**src/rtl/flash_boot_loader.sv**
```systemverilog
// rtl/flash_boot_loader.sv - SPI flash to memory boot copy sequencer
//
// Copies LEN bytes from SPI flash (READ opcode + 24-bit address) into a
// byte-wide memory sink, owning the SPI engine and flash_cs_n while busy.
// Optional feature macro: FLASH_FAST_READ_EN (opcode 8'h0B plus one dummy
// byte after the address; without it the dummy state does not exist).
//
// Ports:
//   clk, rst_n             clock, asynchronous active-low reset
//   start, abort           one-cycle request (IDLE only), level abort
//   src_addr/dst_addr/length  transfer parameters, latched on start
//   busy, done, aborted    status (done is a one-cycle pulse, aborted sticky)
//   flash_cs_n             flash chip select, active low
//   spi_go/spi_txd         byte request to the shared SPI engine
//   spi_rxd/spi_done       byte result from the SPI engine
//   mem_we/mem_addr/mem_data/mem_ready  write port to the sink
module flash_boot_loader #(
   parameter logic [7:0] CMD_READ = 8'h03,
   parameter int         CS_SETUP = 2,
   parameter int         CS_HOLD  = 2
) (
   input  logic        clk,
   input  logic        rst_n,
   input  logic        start,
   input  logic        abort,
   input  logic [23:0] src_addr,
   input  logic [15:0] dst_addr,
   input  logic [15:0] length,
   output logic        busy,
   output logic        done,
   output logic        aborted,
   output logic        flash_cs_n,
   output logic        spi_go,
   output logic [7:0]  spi_txd,
   input  logic [7:0]  spi_rxd,
   input  logic        spi_done,
   output logic        mem_we,
   output logic [15:0] mem_addr,
   output logic [7:0]  mem_data,
   input  logic        mem_ready
);

`ifdef FLASH_FAST_READ_EN
   localparam logic [7:0] OPCODE = 8'h0B;
`else
   localparam logic [7:0] OPCODE = CMD_READ;
`endif

   typedef enum logic [3:0] {
      S_IDLE, S_SETUP, S_CMD, S_A2, S_A1, S_A0,
`ifdef FLASH_FAST_READ_EN
      S_DUMMY,
`endif
      S_DATA, S_WRITE, S_HOLD
   } state_t;

   state_t      state, state_n;
   logic        sent, sent_n;      // spi_go issued for the current byte, awaiting spi_done
   logic [7:0]  cnt, cnt_n;        // CS setup / hold countdown
   logic [23:0] src;
   logic [15:0] remaining;
   logic        accept;
   logic        finish;
   logic        stop;
   state_t      after_addr;

   // An abort seen earlier (already recorded in aborted) keeps steering the
   // sequencer to HOLD even if the abort level has since dropped.
   assign stop       = abort | aborted;
   assign busy       = (state != S_IDLE);
   assign flash_cs_n = (state == S_IDLE);

   always_comb begin
      state_n    = state;
      sent_n     = sent;
      cnt_n      = cnt;
      spi_go     = 1'b0;
      spi_txd    = 8'hFF;
      mem_we     = 1'b0;
      accept     = 1'b0;
      finish     = 1'b0;
      after_addr = (remaining == 16'd0) ? S_HOLD : S_DATA;

      case (state)
         S_IDLE: begin
            if (start) begin
               state_n = S_SETUP;
               cnt_n   = 8'(CS_SETUP);
            end
         end
         S_SETUP: begin
            if (stop)               state_n = S_HOLD;
            else if (cnt <= 8'd1)   state_n = S_CMD;
            else                    cnt_n   = cnt - 8'd1;
         end
         S_WRITE: begin
            // An abort drops the pending write: mem_we never rises.
            if (stop) begin
               state_n = S_HOLD;
            end else begin
               mem_we = 1'b1;
               if (mem_ready) begin
                  accept  = 1'b1;
                  state_n = (remaining == 16'd1) ? S_HOLD : S_DATA;
               end
            end
         end
         S_HOLD: begin
            if (cnt <= 8'd1) begin
               state_n = S_IDLE;
               finish  = 1'b1;
            end else begin
               cnt_n = cnt - 8'd1;
            end
         end
         default: begin
            // Byte-exchange states: one spi_go, then wait for spi_done.
            case (state)
               S_CMD:   spi_txd = OPCODE;
               S_A2:    spi_txd = src[23:16];
               S_A1:    spi_txd = src[15:8];
               S_A0:    spi_txd = src[7:0];
               default: spi_txd = 8'hFF;
            endcase
            if (!sent) begin
               if (stop) begin
                  state_n = S_HOLD;
               end else begin
                  spi_go = 1'b1;
                  sent_n = 1'b1;
               end
            end else if (spi_done) begin
               sent_n = 1'b0;
               if (stop) begin
                  state_n = S_HOLD;
               end else begin
                  case (state)
                     S_CMD:   state_n = S_A2;
                     S_A2:    state_n = S_A1;
                     S_A1:    state_n = S_A0;
`ifdef FLASH_FAST_READ_EN
                     S_A0:    state_n = S_DUMMY;
                     S_DUMMY: state_n = after_addr;
`else
                     S_A0:    state_n = after_addr;
`endif
                     default: state_n = S_WRITE;
                  endcase
               end
            end
         end
      endcase

      if (state_n == S_HOLD && state != S_HOLD) cnt_n = 8'(CS_HOLD);
   end

   always_ff @(posedge clk or negedge rst_n) begin
      if (!rst_n) begin
         state     <= S_IDLE;
         sent      <= 1'b0;
         cnt       <= 8'd0;
         src       <= 24'd0;
         remaining <= 16'd0;
         mem_addr  <= 16'd0;
         mem_data  <= 8'd0;
         aborted   <= 1'b0;
         done      <= 1'b0;
      end else begin
         state <= state_n;
         sent  <= sent_n;
         cnt   <= cnt_n;
         done  <= finish;
         if (state == S_IDLE && start) begin
            src       <= src_addr;
            mem_addr  <= dst_addr;
            remaining <= length;
            aborted   <= 1'b0;
         end else if (abort && state != S_IDLE && state != S_HOLD) begin
            aborted <= 1'b1;
         end
         if (state == S_DATA && sent && spi_done) mem_data <= spi_rxd;
         if (accept) begin
            mem_addr  <= mem_addr + 16'd1;
            remaining <= remaining - 16'd1;
         end
      end
   end

endmodule

```
**config.mk**
```make
export PLATFORM = sky130hd
export DESIGN_NAME = flash_boot_loader
export DESIGN_NICKNAME = d
export VERILOG_FILES = /design/src/rtl/flash_boot_loader.sv
export SDC_FILE = /design/constraint.sdc
export NUM_CORES = 1
export LEC_CHECK = 0
export ABC_CLOCK_PERIOD_IN_PS = 3750
export CAP_MARGIN = 5
export CORE_AREA = 2 2 94 105
export CTS_CLUSTER_SIZE = 10
export DETAILED_ROUTE_END_ITERATION = 6
export DIE_AREA = 0 0 96 107
export MAX_ROUTING_LAYER = met4
export PLACE_DENSITY = 0.78
export SYNTH_ARGS = -nofsm -noshare
export SYNTH_HDL_FRONTEND = slang
export SYNTH_SLANG_ARGS = --single-unit
```
**constraint.sdc**
```tcl
create_clock -name clk -period 3.75 [get_ports clk]
set_clock_uncertainty 0.2 [all_clocks]
set_input_delay 0.75 -clock clk [delete_from_list [all_inputs] [get_ports clk]]
set_output_delay 0.75 -clock clk [all_outputs]
set_load 0.005 [all_outputs]
```
==> impl_metrics.yaml <==
pwr:
  p_sw_frac: 0.411
  clockPowerShare: 0.167
  p_int_mw: 2.33
  combPwrFrac: 0.420
  seq_power_share: 0.413
  p_sw_mw: 1.62
  max-vdd-ir-drop_v: 0.000333
  p_leak_nw: 2.40
  power_density_nw_per_um2: 677
final_layout:
  multi_input_area_um2: 2320
  antenna_cells: 0
  syn_to_final_growth_pct: 30.9
  seq_area_um2: 1980
  design_area_um2: 5830
  final.fill_count: 784
  layout-drive-gt1-share: 0.0869
  nets: 680
route:
  ant_nets: 0
  wl_met2_mm: 5.87
  num_vias: 4255
  routedWlPerCell_um: 16.9
  top_layer: "met4"
  drt_iter0_markers: 344
  vias_per_cell: 5.85
  wl_met3_um: 657
  first_pass_iters: 5
  wirelength_mm: 12.3
  wl_met1_mm: 5.55
  route.detailed.drc: 0
critical_path:
  max_stage_delay_ns: 0.71
  worst-r2r-setup-slack_ns: 0.62
  critPathSlowestCell: "nor2b_1"
  cp_max_fo: 18
  critPathKind: "register to primary output"
  start_kind: "register"
  crit_chain: "nor2b_1 -> a22o_1 -> a211o_1 -> clkdlybuf4s50_1"
  cp_data_arrival_time_ns: 2.54
  required_ns: 2.80
  endpoint_kind: "primary output"
cts:
  ctsHoldBuffers: 0
  cts_tree: "yes"
  clock_latency_ns: 0.36
  numCtsBuffers: 9
  cts_root_buf: "clkbuf_8"
  numClockSinks: 79
  clock_path_buffers: 2
  cts.clk_slew.worst_paths_ns: 0.09
  ctsHtreeMaxLevel: 3
  post-cts-setup-buffer-count: 0
  cts-resized-gates: 0
global_routing:
  grt_max_degree: 80
  grt_pass1_wl_mm: 20.2
  track_usage: 0.257
  grt_pass1_vias: 4241
  antenna_found_initial: 0
  gr-total-overflow: 0
sta:
  tightestPinTransition_ns: 1.01
  relSlewSlack: 0.325
  setup-tns-final_ns: 0
  fmaxAchievable_mhz: 286
  hold_viol: 0
  final_max_slew_viol_count: 0
  fin_crit_ns: 3.49
  final.period_utilization: 0.932
  setup_viol: 0
  rsz0062_at_grt: "false"
synth:
  ys_types: 60
  yosysSeqAreaShare: 0.443
  async_flop_share: 1.00
  syn-cell-area_um2: 4460
  synth_warnings: 0
  avgSynthCellArea_um2: 8.81
  synth_flop_cell: "dfrtp_1"
  synth_cells: 506
  synth_edf_count: 0
  syn_nets: 581
  yosys_register_bits: 79
outcome:
  outcome: "finished clean"
floorplan:
  rows: 37
  io_pins: 108
  die_x_um: 96
  die_y_um: 107
  core_area_um2: 9210
  initial_core_util: 0.484
  dieArea_um2: 10300
placed_design:
  gp_congestion: 0.856
  postPlaceCellArea_um2: 5630
  numPortBuffers: 107
  hpwl_mm: 8.63
flow_run:
  cap_violations: 0
hold_path:
  worstHoldPathType: "register to register"
-- layout by cell type, fill, tap and decap left out, types with 10 or more instances in the layout --
master / instances
nand2_1: 107
clkdlybuf4s50_1: 106
dfrtp_1: 79
nor3_1: 29
nor2_1: 27
a21oi_1: 25
nand3_1: 17
o21ai_0: 16
inv_1: 13
nand2b_1: 12
clkbuf_8: 10
buf_4: 10
-- layer usage --
| metal | vias to the layer above | track usage |
|---|---|---|
| met3 | 21 | 0.0520 |
| met4 | 0 | 0.0918 |
| met5 | - | - |
| met1 | 2060 | 0.340 |
| li1 | 2034 | - |
| met2 | 140 | 0.391 |
-- worst paths after layout --
path,startpoint,end,cells past startpoint
setup reg to reg,state[0]$_DFF_PN0_,mem_addr[11]$_DFFE_PN0P_,7
min in group asynchronous,rst_n,mem_addr[12]$_DFFE_PN0P_,1
hold / removal,src[18]$_DFFE_PN0P_,src[18]$_DFFE_PN0P_,2
hold reg to reg,src[18]$_DFFE_PN0P_,src[18]$_DFFE_PN0P_,2
setup / recovery,state[1]$_DFF_PN0_,spi_txd[7],4
max in group asynchronous,rst_n,aborted$_DFFE_PN0P_,1
-- power groups by stage --
stage          sequential, mW  clock, mW  combinational [mW]
6_report                 1.63      0.660                1.66
5_1_grt                  1.69      0.713                1.85
4_1_cts                  1.62      0.674                1.66
3_5_place_dp             1.63          0                1.65
3_3_place_gp             1.61          0                1.60
2_1_floorplan            1.49          0                1.15
-- cells in the mapped netlist, drive strengths merged (6+ instances only) --
library cell	instances	area, um2
clkbuf	18	67.6
or4	7	60.1
a221o	6	60.1
nand2b	12	75.1
nand3	17	85.1
nand4	7	43.8
a22o	7	61.3
nor4	9	92.6
buf	10	45.0
o21ai	17	85.1
nand2	108	408
xor2	6	52.6
o311ai	8	70.1
or2	6	37.5
a21oi	25	125
inv	13	48.8
nor2b	6	37.5
a311oi	7	61.3
dfrtp	79	1980
a211o	8	70.1
nor2	27	101
nor3	30	155
mux2	8	90.1
-- final cells by class --
class                      count  area share
tap                          117      0.0251
timing repair buffer         116       0.195
multi-input combinational    386       0.398
clock buffer                  10      0.0236
sequential                    79       0.339
inverter                      13     0.00836
clock inverter                 6      0.0116
-- cells by family after synthesis --
| logic type | synth area share |
|---|---|
| AND/OR/NAND/NOR | 0.284 |
| AO/OA/AOI/OAI | 0.182 |
| flip-flops | 0.443 |
| buffers and inverters | 0.0362 |
| multiplexers | 0.0269 |
| XOR/XNOR | 0.0138 |
| adder cells (fa/ha/maj) | 0.0140 |
-- critical path: cells and delay by family, from the launching register on --
family                 cells  cell delay [ns]
buffers and inverters      1             0.50
AO/OA/AOI/OAI              2             0.42
flip-flops                 1             0.57
AND/OR/NAND/NOR            1             0.71
-- stage by stage --
step	hold WS (ns)	instances	utilization	setup WS, ns	power (mW)
6_report	0.284	727	0.633	0.256	3.95
5_1_grt	0.309	727	0.633	0.152	4.26
4_1_cts	0.286	727	0.633	0.271	3.96
3_5_place_dp	0.263	711	0.611	0.327	3.28
3_3_place_gp	0.258	711	0.611	0.469	3.21
2_1_floorplan	0.245	506	-	1.01	2.63
-- registers in the layout, indices dropped and copies added (netlist names) --
| register | cells |
|---|---|
| mem_data | 8 |
| mem_addr | 16 |
| sent | 1 |
| src | 24 |
| state | 4 |
| remaining | 16 |
| aborted | 1 |
| done | 1 |
| cnt | 8 |
Power figures use the tool's default switching activity.
